### config.mk
export PLATFORM = sky130hd
export DESIGN_NAME = mem_port_arbiter
export DESIGN_NICKNAME = d
export VERILOG_FILES = /design/src/rtl/mem_port_arbiter_pkg.sv /design/src/rtl/mem_port_arbiter_watchdog.sv /design/src/rtl/mem_port_arbiter.sv
export SDC_FILE = /design/constraint.sdc
export NUM_CORES = 1
export LEC_CHECK = 0
export ABC_AREA = 1
export CAP_MARGIN = 20
export CORE_AREA = 2 2 167 169
export DETAILED_ROUTE_END_ITERATION = 8
export DIE_AREA = 0 0 169 171
export PLACE_DENSITY_LB_ADDON = 0.05
export SYNTH_ARGS = -nofsm -noshare
export SYNTH_HDL_FRONTEND = slang
export SYNTH_HIERARCHICAL = 1
export SYNTH_SLANG_ARGS = --single-unit
### constraint.sdc
create_clock -name clk -period 4.4 [get_ports clk]
set_input_delay 0.44 -clock clk [delete_from_list [all_inputs] [get_ports clk]]
set_output_delay 0.44 -clock clk [all_outputs]
set_load 0.02 [all_outputs]
### src/rtl/mem_port_arbiter_pkg.sv
// ----------------------------------------------------------------------------
// mem_port_arbiter_pkg
//   Shared encodings for the I/D memory-port arbiter: arbiter state, grant
//   owner and the write-length codes carried on d_wlen / m_wlen.
// ----------------------------------------------------------------------------
package mem_port_arbiter_pkg;

   typedef enum logic [1:0] {
      ARB_IDLE    = 2'd0,
      ARB_GNT_I   = 2'd1,
      ARB_GNT_D   = 2'd2,
      ARB_RELEASE = 2'd3
   } arb_state_e;

   typedef enum logic {
      OWN_I = 1'b0,
      OWN_D = 1'b1
   } owner_e;

   // Write-length codes (2-bit field).
   localparam logic [1:0] WLEN_BYTE  = 2'd0;
   localparam logic [1:0] WLEN_HALF  = 2'd1;
   localparam logic [1:0] WLEN_WORD  = 2'd2;
   localparam logic [1:0] WLEN_DWORD = 2'd3;

endpackage

### src/rtl/mem_port_arbiter_watchdog.sv
// ----------------------------------------------------------------------------
// mem_port_arbiter_watchdog
//   Counts the cycles a granted transaction has been waiting for memory.
//   Ports:
//     clk, rstn : clock, asynchronous active-low reset
//     clr       : restart the count at 0 (issued on grant)
//     en        : count this cycle (granted, no completion)
//     expire    : count has reached TIMEOUT-1
// ----------------------------------------------------------------------------
module mem_port_arbiter_watchdog #(
   parameter int TIMEOUT = 1024,
   parameter int CNT_W   = 11
) (
   input  logic clk,
   input  logic rstn,
   input  logic clr,
   input  logic en,
   output logic expire
);

   logic [CNT_W-1:0] cnt;

   assign expire = (cnt == CNT_W'(TIMEOUT - 1));

   // NOTE: sequential state is written only with non-blocking assignments so
   // every register samples the pre-edge value of every other register.
   always_ff @(posedge clk or negedge rstn) begin
      if (!rstn) begin
         cnt <= '0;
      end else if (clr) begin
         cnt <= '0;
      end else if (en && !expire) begin
         // Saturate at the expiry value; the arbiter leaves GNT that cycle.
         cnt <= cnt + 1'b1;
      end
   end

endmodule

### src/rtl/mem_port_arbiter.sv
// ----------------------------------------------------------------------------
// mem_port_arbiter
//   Shares one cache-line memory port between the I-side refill path and the
//   D-side refill/writeback path. Round-robin arbitration, grant held for a
//   whole transaction, response routed only to the owner, one RELEASE cycle
//   after every transaction, watchdog abort of stuck transactions.
//   Ports:
//     clk, rstn                      : clock, asynchronous active-low reset
//     i_addr, i_ren                  : I-side read request (level)
//     i_rdata, i_rvalid              : I-side read response (pulse)
//     d_addr, d_ren, d_wen,
//     d_wdata, d_wlen                : D-side read/write request (level)
//     d_rdata, d_rvalid, d_wready    : D-side response (pulses)
//     m_addr, m_ren, m_wen,
//     m_wdata, m_wlen                : memory request, valid only while granted
//     m_rdata, m_rvalid, m_wready    : memory response
//     err_timeout                    : one-cycle pulse on watchdog abort
//     busy                           : arbiter not in IDLE
// ----------------------------------------------------------------------------
module mem_port_arbiter
   import mem_port_arbiter_pkg::*;
#(
   parameter int ADDR_W  = 32,
   parameter int LINE_W  = 64,
   parameter int WLEN_W  = 2,
   parameter int TIMEOUT = 1024,
   parameter int CNT_W   = 11
) (
   input  logic              clk,
   input  logic              rstn,
   // I-side
   input  logic [ADDR_W-1:0] i_addr,
   input  logic              i_ren,
   output logic [LINE_W-1:0] i_rdata,
   output logic              i_rvalid,
   // D-side
   input  logic [ADDR_W-1:0] d_addr,
   input  logic              d_ren,
   input  logic              d_wen,
   input  logic [LINE_W-1:0] d_wdata,
   input  logic [WLEN_W-1:0] d_wlen,
   output logic [LINE_W-1:0] d_rdata,
   output logic              d_rvalid,
   output logic              d_wready,
   // Memory side
   output logic [ADDR_W-1:0] m_addr,
   output logic              m_ren,
   output logic              m_wen,
   output logic [LINE_W-1:0] m_wdata,
   output logic [WLEN_W-1:0] m_wlen,
   input  logic [LINE_W-1:0] m_rdata,
   input  logic              m_rvalid,
   input  logic              m_wready,
   // Status
   output logic              err_timeout,
   output logic              busy
);

   arb_state_e state, state_nx;
   owner_e     last_gnt, last_gnt_nx;

   logic req_i, req_d;
   logic grant;      // leaving IDLE this cycle
   logic xfer_done;  // owner's transaction completes this cycle
   logic in_gnt;
   logic expire;

   assign req_i  = i_ren;
   assign req_d  = d_ren | d_wen;
   assign in_gnt = (state == ARB_GNT_I) || (state == ARB_GNT_D);
   assign busy   = (state != ARB_IDLE);

   mem_port_arbiter_watchdog #(
      .TIMEOUT (TIMEOUT),
      .CNT_W   (CNT_W)
   ) u_watchdog (
      .clk    (clk),
      .rstn   (rstn),
      .clr    (grant),
      .en     (in_gnt && !xfer_done),
      .expire (expire)
   );

   // last_gnt resets to D so the first tie goes to I.
   always_ff @(posedge clk or negedge rstn) begin
      if (!rstn) begin
         state    <= ARB_IDLE;
         last_gnt <= OWN_D;
      end else begin
         state    <= state_nx;
         last_gnt <= last_gnt_nx;
      end
   end

   // NOTE: every signal driven here gets a default before the case statement;
   // a path that skips an assignment would otherwise infer a latch.
   always_comb begin
      state_nx    = state;
      last_gnt_nx = last_gnt;
      grant       = 1'b0;
      xfer_done   = 1'b0;
      m_addr      = '0;
      m_ren       = 1'b0;
      m_wen       = 1'b0;
      m_wdata     = '0;
      m_wlen      = '0;
      i_rdata     = '0;
      i_rvalid    = 1'b0;
      d_rdata     = '0;
      d_rvalid    = 1'b0;
      d_wready    = 1'b0;
      err_timeout = 1'b0;

      unique case (state)
         ARB_IDLE: begin
            // On a tie, the side that was not granted last wins.
            if (req_i && (!req_d || last_gnt == OWN_D)) begin
               state_nx    = ARB_GNT_I;
               last_gnt_nx = OWN_I;
               grant       = 1'b1;
            end else if (req_d) begin
               state_nx    = ARB_GNT_D;
               last_gnt_nx = OWN_D;
               grant       = 1'b1;
            end
         end

         ARB_GNT_I: begin
            // Memory request follows the owner's live inputs; if the owner
            // drops it, the grant is still held until the watchdog fires.
            m_addr = i_addr;
            m_ren  = i_ren;
            if (i_ren && m_rvalid) begin
               xfer_done = 1'b1;
               i_rvalid  = 1'b1;
               i_rdata   = m_rdata;
               state_nx  = ARB_RELEASE;
            end else if (expire) begin
               err_timeout = 1'b1;
               state_nx    = ARB_RELEASE;
            end
         end

         ARB_GNT_D: begin
            // A write takes priority when both D-side enables are high.
            m_addr  = d_addr;
            m_wen   = d_wen;
            m_ren   = d_ren & ~d_wen;
            m_wdata = d_wdata;
            m_wlen  = d_wlen;
            if (d_wen && m_wready) begin
               xfer_done = 1'b1;
               d_wready  = 1'b1;
               state_nx  = ARB_RELEASE;
            end else if (d_ren && !d_wen && m_rvalid) begin
               xfer_done = 1'b1;
               d_rvalid  = 1'b1;
               d_rdata   = m_rdata;
               state_nx  = ARB_RELEASE;
            end else if (expire) begin
               err_timeout = 1'b1;
               state_nx    = ARB_RELEASE;
            end
         end

         ARB_RELEASE: begin
            // Dead cycle so the requester can drop its level request before
            // arbitration looks at it again.
            state_nx = ARB_IDLE;
         end

         default: state_nx = ARB_IDLE;
      endcase
   end

endmodule

== Yosys cells after proc, flatten, opt, wreduce, memory -nomap -nowiden ==
Cells that the tools add are included.

* Flip-flop bits (word level): 14
* Output and inout port bits: 233
* Logic and storage cells: 68

* $add $sub $neg: 1
* Eq/ne operators: 5
* Muxes and demuxes: 38
* Bitwise logic cells: 3
* Reduce and logical (&&, ||, !) cells: 18

{| class="wikitable"
|+ Operator list
! cell !! count
|-
| 2-to-1 mux 64 bit || 6
|-
| case mux 32 bit (2 select lines) || 1
|-
| 2-to-1 mux 11 bit || 2
|-
| 2-to-1 mux 1 bit || 18
|-
| 2-to-1 mux 2 bit || 7
|-
| adder 11 x 1 -> 11 bit, second input constant || 1
|-
| equality test 11 x 10 -> 1 bit, second input constant || 1
|-
| case mux 2 bit (4 select lines) || 1
|-
| logical AND 1 bit || 7
|-
| case mux 1 bit (2 select lines) || 3
|-
| nonzero test 2 bit || 3
|-
| equality test 2 bit, second input constant || 2
|-
| zero test 1 bit || 4
|-
| != test 3 bit, second input constant || 1
|-
| equality test 2 x 1 -> 1 bit, second input constant || 1
|-
| zero test 2 bit || 1
|-
| logical OR 1 bit || 2
|-
| AND reduction 2 bit || 1
|-
| bitwise AND 1 bit || 1
|-
| NOT 1 bit || 1
|-
| bitwise OR 1 bit || 1
|}

== Logic depth before layout (Yosys ltp) ==
* Depth in word-level cells: 11
* Mapped depth: 11

== Cells and area by module ==
Netlist, hierarchy kept.

{| class="wikitable"
|+ By module, submodules not included
! module !! instances !! cells each !! area an instance (sq um)
|-
| mem_port_arbiter || 1 || 503 || 2217.1
|-
| mem_port_arbiter_watchdog || 1 || 101 || 711.9
|}

== Worst setup path before layout ==
Ideal clock, no wire load.

* Path kind: flip-flop to output port
* Start point: register state[0]
* End point: output d_rdata[13]
* Arrival time: 1.461 ns
* Required time: 3.960 ns
* Slack: 2.499 ns
* Cell stages (with the launch flop): 8
* Cells stage by stage: dfrtp_1 -> inv_1 -> ha_1 -> inv_2 -> nor2_4 -> inv_4 -> buf_6 -> nor2_1

* Longest elaborated chain between the ends: 2

{| class="wikitable"
|+ RTL lines
! element !! RTL line !! source
|-
| start: declaration || mem_port_arbiter.sv:59 || <nowiki>arb_state_e state, state_nx;</nowiki>
|-
| start signal: assignment || mem_port_arbiter.sv:90 || <nowiki>state <= state_nx;</nowiki>
|-
| equality test 2 bit || mem_port_arbiter.sv:114 || <nowiki>unique case (state)</nowiki>
|-
| 2-to-1 mux 64 bit || mem_port_arbiter.sv:114 ||
|-
| end: declaration || mem_port_arbiter.sv:42 || <nowiki>output logic [LINE_W-1:0] d_rdata,</nowiki>
|}

No other way between the ends.

== Worst setup path in the final report ==
* Start point: register state[0]
* End point: output d_rdata[1]

The elaborated chain is that of the path after synthesis.

==> metrics.md <==
| Metric | Value |
|---|---|
| Power Density | around 400 mW/mm^2 |
| Wire length per cell | about 18 um |
| CTS resizes | 0 |
| Peak VDD IR | approximately 0.21 mV |
| Commonest non-fill, non-tap cell in the layout | clkdlybuf4s50_1 |
| CTS Sinks | 14 |
| Die width | 169 um |
| RSZ-0062 raised after global routing | no |
| P_leak | 0.00363 uW |
| Max-slew violations | 0 |
| First-pass GRT wire length | roughly 33000 um |
| Setup crit start | state[0]$_DFFE_PN0P_ |
| Pin count of the biggest net entering global routing | 65 |
| Initial Utilization | 10.7% |
| Initial antenna violation count | 8 |
| H-tree levels | 1 |
| Main flop type after synthesis | dfrtp_1 |
| TritonCTS clock tree | yes |
| CP max FO | 64 |
| Synth Net Count | 809 |
| IO Port Bufs | between 400 and 500 |
| Area Overhead vs Synth | 161% |
| RR Endpoint | u_watchdog/cnt[5]$_DFFE_PN0P_ |
| Detail-routed via count per cell | between 3 and 4 |
| Worst-margin pin slew | roughly 0.92 ns |
| Number of hold buffers added after CTS | 0 |
| Post-synth ARST share | 100% |
| Cells after Synth | 604 |
| Avg Cell Area, Syn | 4.85 um^2 |
| CP arrival | around 2.8 ns |
| CTS Root Cell | clkbuf_16 |
| Post-CTS Setup Bufs | 0 |
| Area contributors post-synth | nand2_1 (22%), inv_1 (19%), nor2_1 (17%) |
| Hold crit path type | reg -> reg |
| Crit-path max cell delay | approximately 0.69 ns |
| Initial DRC count | 233 |
| Min Tclk post-route | around 3.2 ns |
| Total of max-cap violations | 0 |
| Cell internal pwr | approximately 1400 uW |
| GRT overflow | 0 |
| Critical Path End | d_rdata[1] |
| Synth unique cells | 27 |
| Sw frac | about 55% |
| Status | finished clean |
| # DRC | 0 |
| FILL cells | between 3000 and 4000 |
| Synth top area share | a little over a fifth |
| Seq/Total Area, Yosys | between 10 and 15% |
| Setup TNS | 0 ns |
| Comb power frac | 87.5% |
| NetSw | around 1700 uW |
| Nature of the critical path startpoint | register |
| Setup Viol. Count Final | 0 |
| Die Height | around 170 um |
| Die Footprint | 0.0289 mm^2 |
| Final worst slack | around 1.2 ns |
| Detailed Place HPWL | 20400 um |
| Maximum buffer depth of the clock tree | 2 |
| Commonest cells after routing, fill and taps aside | clkdlybuf4s50_1 (433), nand2_1 (171), inv_1 (149), nor2_1 (133), a21oi_1 (37) |
| Setup crit end kind | primary output |
| RePlAce Congestion | about 0.77 |
| Worst slack at placement | approximately 1.3 ns |
| Total number of vias | between 4000 and 5000 |
| Power, Total | 3050 uW |
| Period utilization | between 70% and 80% |
| Crit-path slowest cell | clkdlybuf4s50_1 |
| Clk network pwr share | approximately 5.8% |
| Mapped Area | around 0.0029 mm^2 |
| Synth Register Bits | 14 |
| Flop pwr share | 6.6% |
| Post-synth EDFFs | 0 |
| Fin. Hold Viols | 0 |
| Vias in the first global route | ~4600 |
| Row count | 61 |
| DRT Wirelength | 24000 um |
| Clock-pin slew on the worst setup and hold paths | around 0.050 ns |
| GR Util All Layers | about 15% |
| Area leader, netlist | nand2_1 |
| Nets@finish | between 1000 and 1500 |
| Worst r2r path cells | 9 |
| Reg2reg setup slack | about 1.8 ns |
| Antenna viol nets, final | 0 |
| Worst Path Required | around 4.0 ns |
| FMAX | ~310 MHz |
| Worst skew pair latency | ~0.25 ns |
| Core Area | 0.0273 mm^2 |
| Share of post-route cells with drive strength above 1 | between 3 and 4% |
| Rel. slew slack | 38.8% |
| Layout Skew | 0.00503 ns |
| Yosys warns | 6 |
| TritonCTS Buffers | 3 |
| Worst path cell trace | inv_1 > ha_4 > inv_2 > nor2_4 > inv_4 > nor2_1 > clkdlybuf4s50_1 |
| RR Startpoint | state[1]$_DFFE_PN0P_ |
| I/O pin total | 434 |
| Setup CP Type | reg -> out |
| Drt first pass iters | 4 |
[through the flow]
step / cell area [um^2] / instances / utilization, % / hold WS [ns]
CTS: 7620 / 1359 / 27.9 / 0.502
global placement: 7540 / 1355 / 27.6 / 0.490
detailed placement: 7540 / 1355 / 27.6 / 0.487
global route: 7640 / 1365 / 27.9 / 0.534
finish: 7640 / 1365 / 27.9 / 0.497
floorplan: 2930 / 604 / - / 0.144
[cells by family after synthesis]
kind of cell	count (synthesis)	synth area share, %
xor+xnor	1	0.299
buf+inv	186	26.8
flops	14	12.0
compound gates	46	8.33
fa+ha+maj	4	1.71
simple gates	353	50.8
[Yosys cell counts, types with 2 or more instances]
master,n
o21ai_0,4
buf_2,20
dfrtp_1,13
a21oi_1,37
nor2_1,133
nor2_4,13
o21bai_1,3
nand3_1,25
nand2_1,171
buf_6,6
inv_1,149
clkbuf_1,5
nand3_2,2
clkinv_1,2
nand2_2,3
ha_1,4
nand4_1,4
[state kept, by name, summed over array words and instances, names as in the netlist]
signal          cells
u_watchdog/cnt     11
last_gnt            1
state               2
[metal layers]
layer / vias to the layer above / global-route usage [%] / part of all wire [%]
li1: 2544 / - / -
met1: 2062 / 16.0 / 37
met2: 146 / 30.2 / 55
met3: 16 / 4.58 / 7.4
met4: 4 / 3.42 / 1.2
met5: - / 0 / 0.11
[cell type report]
type / count / area [um^2] / area share (%)
Timing Repair Buffer: 438 / 4370 / 57.3
Multi-Input combinational cell: 404 / 1810 / 23.7
Tap cell: 346 / 433 / 5.67
Inverter: 153 / 577 / 7.55
Clock buffer: 4 / 78.8 / 1.03
Antenna cell: 6 / 15.0 / 0.197
Sequential cell: 14 / 352 / 4.60
[how the worst min path moves through the flow]
| stage | start | endpoint | slack (ns) | cells after the start |
|---|---|---|---|---|
| floorplan | rstn | state[0]$_DFFE_PN0P_ | 0.14 | 0 |
| global placement | u_watchdog/cnt[10]$_DFFE_PN0P_ | u_watchdog/cnt[10]$_DFFE_PN0P_ | 0.49 | 2 |
| detailed placement | u_watchdog/cnt[10]$_DFFE_PN0P_ | u_watchdog/cnt[10]$_DFFE_PN0P_ | 0.49 | 2 |
| CTS | u_watchdog/cnt[10]$_DFFE_PN0P_ | u_watchdog/cnt[10]$_DFFE_PN0P_ | 0.50 | 2 |
| global route | u_watchdog/cnt[10]$_DFFE_PN0P_ | u_watchdog/cnt[10]$_DFFE_PN0P_ | 0.53 | 2 |
| finish | u_watchdog/cnt[10]$_DFFE_PN0P_ | u_watchdog/cnt[10]$_DFFE_PN0P_ | 0.50 | 2 |
[power groups by stage]
stage / Sequential (uW) / Combinational [uW] / Clock (uW)
floorplan: 193 / 1410 / 0
global placement: 204 / 2750 / 0
detailed placement: 204 / 2720 / 0
CTS: 202 / 2720 / 186
global route: 209 / 2890 / 191
finish: 202 / 2670 / 178
[worst max-delay path, delay by kind of cell (launching register included)]
kind / cells / cell delay (ns)
buf+inv: 4 / 1.20
fa+ha+maj: 1 / 0.44
flops: 1 / 0.39
simple gates: 2 / 0.38
Note: power is estimated with default switching activity, not from simulation.
